**src/rtl/xf100_ifu_fetch.sv**
```systemverilog
// ----------------------------------------------------------------------------
// xf100_ifu_fetch
//   Instruction fetch unit for the xf100 core. Owns the fetch PC and issues
//   in-order requests on a req/gnt/rvalid instruction-memory port. Returned
//   words are buffered with their PCs in a DEPTH-entry prefetch FIFO and
//   offered to decode through a valid/ready handshake. A one-cycle redirect
//   pulse flushes the FIFO, squashes in-flight fetches and restarts fetch at
//   the (aligned) target. A halt level stops new requests while in-flight
//   responses still complete and the FIFO keeps draining.
//
// Ports
//   clk, rst_n          core clock, asynchronous active-low reset
//   ifu_o_instr/_pc     instruction and PC at the FIFO head
//   ifu_o_valid         head entry valid for decode
//   ifu_i_ready         decode accepts head (pop on valid & ready)
//   ifu_i_redirect      flush and restart at ifu_i_redirect_pc
//   ifu_i_redirect_pc   redirect target, low alignment bits ignored
//   ifu_i_halt          block new requests
//   ifu_o_mem_req/addr  fetch request and aligned address
//   ifu_i_mem_gnt       request accepted when req & gnt
//   ifu_i_mem_rvalid    read data valid, in request order
//   ifu_i_mem_rdata     read data
// ----------------------------------------------------------------------------
module xf100_ifu_fetch #(
    parameter int unsigned           PC_SIZE    = 32,
    parameter int unsigned           INSTR_SIZE = 32,
    parameter logic [PC_SIZE-1:0]    RESET_PC   = '0,
    parameter int unsigned           DEPTH      = 2
) (
    input  logic                     clk,
    input  logic                     rst_n,
    output logic [INSTR_SIZE-1:0]    ifu_o_instr,
    output logic [PC_SIZE-1:0]       ifu_o_pc,
    output logic                     ifu_o_valid,
    input  logic                     ifu_i_ready,
    input  logic                     ifu_i_redirect,
    input  logic [PC_SIZE-1:0]       ifu_i_redirect_pc,
    input  logic                     ifu_i_halt,
    output logic                     ifu_o_mem_req,
    output logic [PC_SIZE-1:0]       ifu_o_mem_addr,
    input  logic                     ifu_i_mem_gnt,
    input  logic                     ifu_i_mem_rvalid,
    input  logic [INSTR_SIZE-1:0]    ifu_i_mem_rdata
);

    localparam int unsigned STEP_BYTES = INSTR_SIZE / 8;
    localparam int unsigned ALIGN      = $clog2(STEP_BYTES);
    localparam int unsigned CW         = $clog2(DEPTH + 1);
    localparam int unsigned PW         = (DEPTH > 1) ? $clog2(DEPTH) : 1;

    localparam logic [PC_SIZE-1:0] STEP       = PC_SIZE'(STEP_BYTES);
    localparam logic [PC_SIZE-1:0] ALIGN_MASK = ~((PC_SIZE'(1) << ALIGN) - PC_SIZE'(1));
    localparam logic [PW-1:0]      PTR_LAST   = PW'(DEPTH - 1);
    localparam logic [CW+1:0]      DEPTH_W    = (CW + 2)'(DEPTH);

    typedef enum logic {
        BOOT,
        RUN
    } state_t;

    state_t                 state_q;
    logic [PC_SIZE-1:0]     fetch_pc_q;
    logic [PC_SIZE-1:0]     resp_pc_q;
    logic [CW-1:0]          live_q;
    logic [CW-1:0]          drop_q;
    logic [CW-1:0]          count_q;
    logic [PW-1:0]          rd_ptr_q;
    logic [PW-1:0]          wr_ptr_q;
    logic [INSTR_SIZE-1:0]  data_q [DEPTH];
    logic [PC_SIZE-1:0]     pc_q   [DEPTH];

    logic [CW+1:0]          occupancy;
    logic                   mem_req;
    logic                   fire;
    logic                   resp;
    logic                   resp_drop;
    logic                   push;
    logic                   head_valid;
    logic                   pop;
    logic [PC_SIZE-1:0]     target;

    function automatic logic [PW-1:0] ptr_inc(input logic [PW-1:0] p);
        return (p == PTR_LAST) ? '0 : p + PW'(1);
    endfunction

    always_comb begin
        // Credit counts every slot already promised: words queued, fetches
        // still owed to us, and squashed fetches whose data has yet to arrive.
        occupancy  = (CW + 2)'(live_q) + (CW + 2)'(drop_q) + (CW + 2)'(count_q);
        mem_req    = (state_q == RUN) && !ifu_i_halt && !ifu_i_redirect
                     && (occupancy < DEPTH_W);
        fire       = mem_req && ifu_i_mem_gnt;
        // A response with nothing outstanding is a protocol error and is ignored.
        resp       = ifu_i_mem_rvalid && ((live_q != '0) || (drop_q != '0));
        // Squashed fetches are always older than live ones, so drops retire first.
        resp_drop  = resp && (drop_q != '0);
        push       = resp && (drop_q == '0) && !ifu_i_redirect;
        head_valid = (count_q != '0) && !ifu_i_redirect;
        pop        = head_valid && ifu_i_ready;
        target     = ifu_i_redirect_pc & ALIGN_MASK;
    end

    always_ff @(posedge clk or negedge rst_n) begin
        if (!rst_n) begin
            state_q    <= BOOT;
            fetch_pc_q <= RESET_PC;
            resp_pc_q  <= RESET_PC;
            live_q     <= '0;
            drop_q     <= '0;
            count_q    <= '0;
            rd_ptr_q   <= '0;
            wr_ptr_q   <= '0;
            for (int unsigned i = 0; i < DEPTH; i++) begin
                data_q[i] <= '0;
                pc_q[i]   <= RESET_PC;
            end
        end else begin
            if (state_q == BOOT) begin
                state_q <= RUN;
            end

            if (ifu_i_redirect) begin
                // Everything outstanding becomes a drop; a response arriving
                // this very cycle retires one of them immediately.
                fetch_pc_q <= target;
                resp_pc_q  <= target;
                drop_q     <= drop_q + live_q + CW'(fire) - CW'(resp);
                live_q     <= '0;
                count_q    <= '0;
                rd_ptr_q   <= '0;
                wr_ptr_q   <= '0;
            end else begin
                if (fire) begin
                    fetch_pc_q <= fetch_pc_q + STEP;
                end
                live_q  <= live_q + CW'(fire) - CW'(push);
                drop_q  <= drop_q - CW'(resp_drop);
                count_q <= count_q + CW'(push) - CW'(pop);
                if (push) begin
                    data_q[wr_ptr_q] <= ifu_i_mem_rdata;
                    pc_q[wr_ptr_q]   <= resp_pc_q;
                    wr_ptr_q         <= ptr_inc(wr_ptr_q);
                    resp_pc_q        <= resp_pc_q + STEP;
                end
                if (pop) begin
                    rd_ptr_q <= ptr_inc(rd_ptr_q);
                end
            end
        end
    end

    assign ifu_o_mem_req  = mem_req;
    assign ifu_o_mem_addr = fetch_pc_q;
    assign ifu_o_valid    = head_valid;
    assign ifu_o_instr    = data_q[rd_ptr_q];
    assign ifu_o_pc       = pc_q[rd_ptr_q];

endmodule
```
**config.mk**
```make
export PLATFORM = sky130hd
export DESIGN_NAME = xf100_ifu_fetch
export DESIGN_NICKNAME = d
export VERILOG_FILES = /design/src/rtl/xf100_ifu_fetch.sv
export SDC_FILE = /design/constraint.sdc
export NUM_CORES = 1
export LEC_CHECK = 0
export ABC_AREA = 0
export CAP_MARGIN = 20
export CELL_PAD_IN_SITES_DETAIL_PLACEMENT = 1
export CELL_PAD_IN_SITES_GLOBAL_PLACEMENT = 2
export CORE_UTILIZATION = 38
export CTS_CLUSTER_SIZE = 12
export DETAILED_ROUTE_END_ITERATION = 16
export GPL_ROUTABILITY_DRIVEN = 0
export PLACE_DENSITY_LB_ADDON = 0.1
export SLEW_MARGIN = 15
export SYNTH_ARGS = -nofsm -noshare
export SYNTH_HDL_FRONTEND = slang
export SYNTH_SLANG_ARGS = --single-unit
```
**constraint.sdc**
```tcl
create_clock -name clk -period 5 [get_ports clk]
set_input_delay 0.5 -clock clk [delete_from_list [all_inputs] [get_ports clk]]
set_output_delay 0.5 -clock clk [all_outputs]
set_load 0.05 [all_outputs]
```
==> flow_metrics.py <==
metrics = {
    "logic_synthesis": {
        "ys.flop_type": "dfrtp_1",
        "ys_seq_elements": 193,
        "yosys.area_share.simple_pct": 10.7,
        "synth_cells": 771,
        "synth-edff-count": 0,
        "synth_xor_area_share_pct": 3.59,
        "async_reset_ff_share_pct": 100,
        "yosysUniqueCellTypes": 53,
        "synth_fa_ha_area_share_pct": 1.91,
        "postSynthAreaPerCell_um2": 12.0,
        "ys_seq_area_share_pct": 52.0,
        "ys_warn_count": 0,
        "synth_top_family_by_area": "multiplexers",
        "muxShareOfSynthArea_pct": 23.3,
        "netlist_area_mm2": 0.00928,
        "synth-compound-area-share_pct": 5.66,
    },
    "job": {
        "maxCapViolations": 0,
    },
    "drt": {
        "drt_iter0_markers": 225,
        "drc": 0,
        "drtAntennaViolNets": 0,
        "post_drt_wl_per_cell_um": 19.1,
        "first_pass_iters": 5,
        "via_per_inst": 5.35,
        "wirelength_um": 24000,
        "vias": 6729,
    },
    "floorplan": {
        "core_area_mm2": 0.0237,
        "fp-row-count": 56,
        "dieArea_mm2": 0.0250,
        "io_pins": 169,
        "dieHeight_um": 158,
        "initial_core_util_pct": 39.2,
        "dieWidth_um": 158,
    },
    "power_and_ir_drop": {
        "clock_power_share_pct": 29.2,
        "p_sw_uw": 1610,
        "intPower_uw": 3000,
        "finalPower_uw": 4600,
        "powerDensity_mw_per_mm2": 389,
        "p_comb_share_pct": 29.7,
        "vdd_drop_max_v": 0.000166,
        "p_leak_uw": 0.00522,
        "swShare_pct": 34.9,
        "seq_power_share_pct": 41.1,
    },
    "placement": {
        "dpl.hpwl_um": 16900,
        "pre_cts_ws_ns": 1.35,
        "placement.io_buffers": 162,
    },
    "critical_path": {
        "slowest_stage": "clkdlybuf4s50_1",
        "path_max_fanout": 5,
        "crit_family": "buffers and inverters",
        "crit_top_cell": "inv_1",
        "crit_arrival_ns": 3.38,
        "worst-path-buf-inv": 3,
        "criticalPathCategory": "flip-flop to output port",
        "max_stage_delay_ns": 0.83,
        "cp_cell_sequence": "inv_1 > fa_1 > inv_1 > ha_1 > or4b_1 > nor3b_1 > clkdlybuf4s50_1",
        "cp.required_ns": 4.50,
        "worstSetupEndpointType": "output port",
        "start_kind": "flip-flop",
    },
    "global_route": {
        "antenna_found_initial": 0,
        "grt_pass1_wl_um": 38800,
        "grt_max_degree": 115,
        "grt_pass1_vias": 7363,
        "globalRouteOverflowTotal": 0,
        "grtUsageTotal_pct": 20.1,
    },
    "sta": {
        "whs_ns": 0.190,
        "hold_viol_final": 0,
        "max_slew_margin_pct": 34.8,
        "rsz0062_at_grt": "false",
        "fin_setup_tns_ns": 0,
        "period_share_pct": 77.6,
        "timing.final.ws_setup_ns": 1.12,
        "finalClockSkew_ns": 0.0141,
        "tightest_slew_ns": 0.964,
        "finalWorstPathRequiredPeriod_ns": 3.88,
        "fmax_ghz": 0.258,
        "slew_violations": 0,
        "finalSetupViolCount": 0,
    },
    "cells_and_area": {
        "register_area_mm2": 0.00483,
        "layout_commonest_cell": "dfrtp_1",
        "multi_input_area_mm2": 0.00422,
        "drive_gt1_share_pct": 25.5,
        "n_fill_cell": 2518,
        "fin_nets": 1010,
        "antennaDiodeCount": 0,
        "most-common-layout-cells": "192 x dfrtp_1, 184 x mux2_2, 160 x clkdlybuf4s50_1, 56 x nand2_1",
        "area.growth.synth_to_final_pct": 27.4,
    },
    "clocking": {
        "worstSkewPairLatency_ns": 0.43,
        "ctsHoldBuffers": 0,
        "cts_made_buffers": 17,
        "cts_tree": "built",
        "cts_resized": 0,
        "clock-sinks": 193,
        "clockBufferDepth": 2,
        "clk_pin_slew_ns": 0.08,
        "htree_levels": 4,
        "post_cts_buffers": 0,
        "root_buffer": "clkbuf_16",
    },
    "status": {
        "status": "complete, no violations",
    },
    "worst_hold_path": {
        "hold_path_class": "input pin to asynchronous set/reset pin",
    },
}
[registers in the layout (all words and copies together), names as in the netlist]
name,cells
data_q,64
rd_ptr_q,1
count_q,2
ifu_o_mem_addr,30
pc_q,60
live_q,2
drop_q,2
state_q,1
wr_ptr_q,1
resp_pc_q,30
[cell usage after synthesis (2+ instances only)]
cell type  number  share of area, %
nand2_1        57               2.3
o31a_1          2              0.19
mux2_1          8              0.97
o211ai_1       18               1.5
a21oi_1         2              0.11
clkbuf_1       18              0.73
nand3b_1        2              0.16
a31o_2          2              0.19
or3_1           3              0.20
nand4_1        28               1.9
a31oi_1         5              0.34
fa_1            2              0.43
mux2_2        184                22
conb_1          2             0.081
ha_1           11               1.5
nor4_1          4              0.27
xor2_1         22               2.1
a22oi_1         2              0.16
o21ai_0        36               1.9
and3_1          5              0.34
nor2_2          2              0.13
o311ai_0        8              0.76
nand3_1        36               1.9
dfrtp_1       193                52
nor2b_1         3              0.20
buf_2          14              0.76
nor3_1         12              0.65
nor2_1         28               1.1
and2_1          3              0.20
inv_1          17              0.69
xnor2_1        16               1.5
buf_4           5              0.40
[metrics by stage]
step           cells  cell area [um^2]  util (%)
5_1_grt         1258             11800      49.9
3_5_place_dp    1226             11200      47.4
6_report        1258             11800      49.9
4_1_cts         1258             11800      49.9
2_1_floorplan    774              9290         -
3_3_place_gp    1226             11200      47.4
[kinds of logic (layout without fill, tap and decap cells)]
logic type | Yosys count | after routing
adder cells (fa/ha/maj) | 13 | 13
multiplexers | 192 | 192
buffers and inverters | 56 | 221
AND/OR/NAND/NOR | 196 | 196
flip-flops | 193 | 193
other | 2 | 5
XOR/XNOR | 38 | 38
AO/OA/AOI/OAI | 81 | 81
[area by class of cell]
class / count / area share [%]
clock inverters: 13 / 1.22
inverters: 18 / 0.582
multi-input cells: 525 / 35.7
clock buffers: 19 / 3.75
repair buffers: 171 / 14.5
well taps: 319 / 3.38
flip-flops and latches: 193 / 40.9
[path summary, 6_finish.rpt]
path | startpoint | to | slack [ns] | depth (start not counted)
max | drop_q[1]$_DFF_PN0_ | ifu_o_mem_req | 1.12 | 7
min | rst_n | data_q[8]$_DFFE_PN0P_ | 0.19 | 1
max reg2reg | drop_q[1]$_DFF_PN0_ | live_q[1]$_DFF_PN0_ | 1.63 | 13
min reg2reg | data_q[8]$_DFFE_PN0P_ | data_q[8]$_DFFE_PN0P_ | 0.49 | 1
max in group asynchronous | rst_n | pc_q[55]$_DFFE_PN0P_ | 3.82 | 2
min in group clk | data_q[8]$_DFFE_PN0P_ | data_q[8]$_DFFE_PN0P_ | 0.49 | 1
[power by group through the flow]
stage	combinational (uW)	clock, uW	sequential (uW)
global route	1450	1450	1920
finish	1370	1340	1890
global placement	1350	0	1900
detailed placement	1380	0	1920
floorplan	838	0	1950
CTS	1380	1390	1890
[worst register-to-register path, stage by stage, from the launching register on]
cell     delay, ns
dfrtp_1       0.43
inv_1         0.09
fa_1          0.51
inv_1         0.04
ha_1          0.27
or4b_1        0.53
or2_1         0.28
buf_4         0.22
ha_1          0.29
inv_1         0.04
ha_1          0.17
xnor2_1       0.16
xnor2_1       0.14
nor2_1        0.05
[routing by layer]
layer | up-vias | GRT usage, % | part of all wire, %
met5 | - | 0 | 0
met4 | 0 | 5.54 | 1.2
met3 | 27 | 3.70 | 4.7
met2 | 182 | 33.6 | 48
met1 | 3441 | 26.8 | 46
li1 | 3079 | - | -
No activity file was read; power rests on OpenSTA's default activity.
